==> src/rtl/ctrl_pkg.sv <==
// Shared state and encoding definitions for the multicycle control unit.
package ctrl_pkg;

    typedef enum logic [3:0] {
        FETCH    = 4'd0,
        DECODE   = 4'd1,
        MEMADR   = 4'd2,
        MEMRD    = 4'd3,
        MEMWB    = 4'd4,
        MEMWR    = 4'd5,
        EXECUTER = 4'd6,
        EXECUTEI = 4'd7,
        ALUWB    = 4'd8,
        BRANCH   = 4'd9,
        UNKNOWN  = 4'd10
    } statetype_t;

    localparam logic [1:0] SRCB_REG  = 2'b00;
    localparam logic [1:0] SRCB_IMM  = 2'b01;
    localparam logic [1:0] SRCB_FOUR = 2'b10;

    localparam logic [1:0] RES_ALUOUT    = 2'b00;
    localparam logic [1:0] RES_RDATA     = 2'b01;
    localparam logic [1:0] RES_ALURESULT = 2'b10;

    localparam logic [1:0] ALU_ADD = 2'b00;
    localparam logic [1:0] ALU_SUB = 2'b01;
    localparam logic [1:0] ALU_AND = 2'b10;
    localparam logic [1:0] ALU_ORR = 2'b11;

endpackage

==> src/rtl/mc_decode_aludec.sv <==
// ALU operation and flag-write decoder driven by the instruction Funct field.
module aludec
    import ctrl_pkg::*;
(
    input  logic [5:0] Funct,
    input  logic       ALUOp,
    output logic [1:0] ALUControl,
    output logic [1:0] FlagW
);

    always_comb begin
        ALUControl = ALU_ADD;
        FlagW      = 2'b00;
        if (ALUOp) begin
            unique case (Funct[4:1])
                4'b0100: ALUControl = ALU_ADD;
                4'b0010: ALUControl = ALU_SUB;
                4'b0000: ALUControl = ALU_AND;
                4'b1100: ALUControl = ALU_ORR;
                default: ALUControl = ALU_ADD;
            endcase
            // Carry/overflow only meaningful for arithmetic operations.
            FlagW[1] = Funct[0];
            FlagW[0] = Funct[0] & ((ALUControl == ALU_ADD) | (ALUControl == ALU_SUB));
        end
    end

endmodule

==> src/rtl/mc_decode.sv <==
// Multicycle Moore control FSM: per-state strobes, mux selects and PCS request.
module mc_decode
    import ctrl_pkg::*;
(
    input  logic       clk,
    input  logic       reset,
    input  logic [1:0] Op,
    input  logic [5:0] Funct,
    input  logic [3:0] Rd,
    output logic       IRWrite,
    output logic       AdrSrc,
    output logic       ALUSrcA,
    output logic [1:0] ALUSrcB,
    output logic [1:0] ResultSrc,
    output logic [1:0] ALUControl,
    output logic [1:0] ImmSrc,
    output logic [1:0] RegSrc,
    output logic       NextPC,
    output logic       RegW,
    output logic       MemW,
    output logic       PCS,
    output logic [1:0] FlagW
);

    statetype_t state_q, state_d;
    logic       alu_op;
    logic       branch;

    always_ff @(posedge clk or posedge reset) begin
        if (reset) state_q <= FETCH;
        else       state_q <= state_d;
    end

    always_comb begin
        state_d = FETCH;
        unique case (state_q)
            FETCH:  state_d = DECODE;
            DECODE: begin
                unique case (Op)
                    2'b00:   state_d = Funct[5] ? EXECUTEI : EXECUTER;
                    2'b01:   state_d = MEMADR;
                    2'b10:   state_d = BRANCH;
                    default: state_d = UNKNOWN;
                endcase
            end
            MEMADR:   state_d = Funct[0] ? MEMRD : MEMWR;
            MEMRD:    state_d = MEMWB;
            EXECUTER: state_d = ALUWB;
            EXECUTEI: state_d = ALUWB;
            default:  state_d = FETCH;
        endcase
    end

    always_comb begin
        IRWrite   = 1'b0;
        AdrSrc    = 1'b0;
        ALUSrcA   = 1'b0;
        ALUSrcB   = SRCB_REG;
        ResultSrc = RES_ALUOUT;
        NextPC    = 1'b0;
        RegW      = 1'b0;
        MemW      = 1'b0;
        alu_op    = 1'b0;
        branch    = 1'b0;
        unique case (state_q)
            FETCH: begin
                IRWrite   = 1'b1;
                ALUSrcA   = 1'b1;
                ALUSrcB   = SRCB_FOUR;
                ResultSrc = RES_ALURESULT;
                NextPC    = 1'b1;
            end
            DECODE: begin
                ALUSrcA   = 1'b1;
                ALUSrcB   = SRCB_FOUR;
                ResultSrc = RES_ALURESULT;
            end
            MEMADR: ALUSrcB = SRCB_IMM;
            MEMRD:  AdrSrc  = 1'b1;
            MEMWB: begin
                ResultSrc = RES_RDATA;
                RegW      = 1'b1;
            end
            MEMWR: begin
                AdrSrc = 1'b1;
                MemW   = 1'b1;
            end
            EXECUTER: alu_op = 1'b1;
            EXECUTEI: begin
                ALUSrcB = SRCB_IMM;
                alu_op  = 1'b1;
            end
            ALUWB: RegW = 1'b1;
            BRANCH: begin
                ALUSrcB   = SRCB_IMM;
                ResultSrc = RES_ALURESULT;
                branch    = 1'b1;
            end
            default: ;
        endcase
    end

    aludec u_aludec (
        .Funct      (Funct),
        .ALUOp      (alu_op),
        .ALUControl (ALUControl),
        .FlagW      (FlagW)
    );

    // A register write to R15 is a PC write and must go through condition gating.
    assign PCS    = (RegW & (Rd == 4'hF)) | branch;
    assign ImmSrc = Op;
    assign RegSrc = {Op == 2'b01, Op == 2'b10};

endmodule
==> config.mk <==
export PLATFORM = sky130hd
export DESIGN_NAME = mc_decode
export DESIGN_NICKNAME = d
export VERILOG_FILES = /design/src/rtl/ctrl_pkg.sv /design/src/rtl/mc_decode_aludec.sv /design/src/rtl/mc_decode.sv
export SDC_FILE = /design/constraint.sdc
export NUM_CORES = 1
export LEC_CHECK = 0
export ABC_CLOCK_PERIOD_IN_PS = 1400
export CAP_MARGIN = 20
export CORE_MARGIN = 5
export CORE_UTILIZATION = 33
export DETAILED_ROUTE_END_ITERATION = 6
export HOLD_SLACK_MARGIN = 0.1
export MAX_ROUTING_LAYER = met4
export PLACE_DENSITY = 0.77
export SLEW_MARGIN = 20
export SYNTH_ARGS = -nofsm -noshare
export SYNTH_HDL_FRONTEND = slang
export SYNTH_HIERARCHICAL = 1
export SYNTH_SLANG_ARGS = --single-unit
==> constraint.sdc <==
create_clock -name clk -period 1.4 [get_ports clk]
set_input_delay 0.28 -clock clk [delete_from_list [all_inputs] [get_ports clk]]
set_output_delay 0.28 -clock clk [all_outputs]
set_load 0.01 [all_outputs]
==> key figures <==
Status
  • Run status: finished, violations left
  • Failing checks: negative setup slack

STA
  • Final hold vios: 0
  • Slew HR: 83.6%
  • Final Setup Violations: 15
  • Final min period: about 1.7 ns
  • Slew @ Worst Pin: ~0.24 ns
  • Pins Over Slew Limit: 0
  • Final worst slack: -0.252 ns
  • Hold slack: between 0.2 and 0.25 ns
  • Final period utilization: 118%
  • Fmax: slightly above 600 MHz
  • TNS Setup: -2.18 ns
  • RSZ-0062 raised after global routing: true
  • Setup Skew: about 0.00078 ns

Finish
  • Filler cells: 96
  • # diodes: 0
  • Share of cells above drive strength 1: 61.7%
  • Final #Nets: 123
  • Most frequent cells in the layout: 20 x buf_4, 15 x buf_2, 7 x clkdlybuf4s50_1
  • Max FFs per register: 4
  • Leading cell type in the layout, fill and taps excluded: buf_4
  • Multi-input gate area: 400 sq um
  • Register area: 105 sq um
  • Area Overhead vs Synth: 119%
  • Largest Register: state_q
  • Final Util: between 70% and 80%
  • Top Registers: state_q: 4 flops
  • Final Instance Area: between 1000 and 1500 sq um

Worst setup path
  • CP Max Fanout: 5
  • Critical path startpoint category: flop
  • Crit path required time: ~1.1 ns
  • R2R cell count: 5
  • Worst path cell trace: buf_4 > nand2b_4 > a2111oi_4 > buf_2
  • Crit Path Category: reg -> out
  • Slowest cell delay on critical path: about 0.43 ns
  • CP Data Arrival Time: approximately 1.4 ns
  • Crit. End Element: output pin
  • Slowest CP cell: dfrtp_2

Synthesis
  • Synth warn: 6
  • Library cells used by synthesis: 29
  • Mean Syn Cell Area: between 7 and 8 sq um
  • Synthesized area: around 460 sq um
  • Seq cells post-synth: 4
  • Mapped Nets: approximately 70
  • Mapped Cells: 58
  • Post-synth EDFFs: 0
  • Sequential element share of the synthesized area: roughly 22%
  • Synth async-reset ratio: between 90% and 100%
  • Most used DFF post-synth: dfrtp_1

Clocking
  • Worst-path clk slew: 0.04 ns
  • Max Root-Sink Buffers: 2
  • Clock Sinks: 4
  • Num CTS Buffers: 3
  • Clock H-tree levels: 1
  • Clk Tree Root Cell: clkbuf_4
  • CTS tree: built
  • Worst-skew pair later-pin latency: 0.23 ns
  • Hold Buf Count CTS: 0

Place
  • Place WS: -0.737 ns
  • DP Area: 896 sq um
  • Gpl congestion: between 0.8 and 0.9
  • Count of input and output buffers: 32
  • Detailed placer's ending HPWL: about 1300 um

Worst hold path
  • Hold Crit Class: in -> async

Floorplan
  • Starting Density: 35.3%
  • Die Ht: 47.3 um
  • Die extent in x: ~47 um
  • Core Rows: 13
  • Core ar.: 1300 sq um
  • I/O Pins: 33
  • Full die area: 2240 sq um

Routing
  • Drt wl/cell: around 15 um
  • DRT antenna net count: 0
  • Detailed Routing Iterations Pass 1: 2
  • Vias: 619
  • Residual DRC: 0
  • Total wire length: between 1500 and 2000 um
  • Initial DRC count: 3
  • Via-to-Cell Ratio: a little over 5

Global routing
  • Largest net degree at the start of global routing: 10
  • GRT overflow: 0
  • Initial antenna violation count: 0
  • First-pass GRT wire length: between 2000 and 3000 um
  • Vias in the first global route: between 600 and 700
  • Gr usage total: a little under a fifth

Power and ir drop
  • Pleak: ~0.47 nW
  • Worst VDD drop: 1.14 mV
  • PD cells: between 2000 and 2500 nW/um^2

Flow run
  • Maxcap violations: 0
[final cells by class]
class / count / area share (%)
multi-input combinational: 42 / 39.8
clock buffer: 3 / 2.24
timing repair buffer: 56 / 44.9
tap: 15 / 1.87
inverter: 2 / 0.746
sequential: 4 / 10.4
[power by group]
group | switching [mW] | internal (mW)
sequential | 0.108 | 0.182
clock | 0.0453 | 0.0958
combinational | 0.745 | 0.883
total | 0.898 | 1.16
[synthesized netlist by cell type (all sizes together), types with 2 or more instances]
| library cell | number | share of area (%) |
|---|---|---|
| buf | 10 | 16 |
| nand3 | 2 | 2.2 |
| xnor2 | 3 | 5.7 |
| nor2b | 2 | 2.7 |
| nand3b | 2 | 3.3 |
| nand2 | 2 | 1.6 |
| nand2b | 3 | 4.1 |
| a21oi | 2 | 2.2 |
| dfrtp | 4 | 22 |
| nor2 | 3 | 2.5 |
| nor3 | 6 | 6.5 |
| o21ai | 2 | 2.2 |
| inv | 2 | 1.6 |
| nor4b | 2 | 3.8 |
[kinds of logic after synthesis]
logic type	Yosys count	synth area share, %
AND/OR/NAND/NOR	27	34.9
buffers and inverters	12	17.4
AO/OA/AOI/OAI	11	18.3
flip-flops	4	21.8
XOR/XNOR	4	7.63
[critical path: cells and delay by family, from the launching register on]
family                 cells  cell delay [ns]
DFF                        1             0.43
buffers and inverters      2             0.33
AOI/OAI and AO/OA          1             0.32
and+or+nand+nor            1             0.05
[path summary, 6_finish.rpt]
kind | end | startpoint | slack, ns
max | PCS | state_q[3] | -0.25
min | state_q[2] | reset | 0.23
max reg2reg | state_q[2] | state_q[0] | 0.18
min reg2reg | state_q[1] | state_q[3] | 0.66
max in group asynchronous | state_q[3] | reset | 1.00
min in group clk | state_q[3] | Op[1] | 0.52
[routing by layer]
metal  part of all wire (%)  track usage (%)
met4                    1.3             8.29
met3                    9.2             5.36
met1                     36             18.5
met5                      0                -
met2                     53             32.1
[per-stage QoR]
| step | power (mW) | cells |
|---|---|---|
| CTS | 1.98 | 123 |
| finish | 2.06 | 122 |
| global placement | 1.65 | 113 |
| detailed placement | 1.67 | 113 |
| floorplan | 1.01 | 58 |
| global route | 2.22 | 122 |
[repair_timing]
action | in CTS | in global routing
setup endpoints to repair | 19 | 18
gates resized for setup | 96 | 11
setup buffers | 7 | 0
endpoints found under the hold margin | 0 | 0
pin swaps | 7 | 5
No activity file was read; power rests on OpenSTA's default activity.
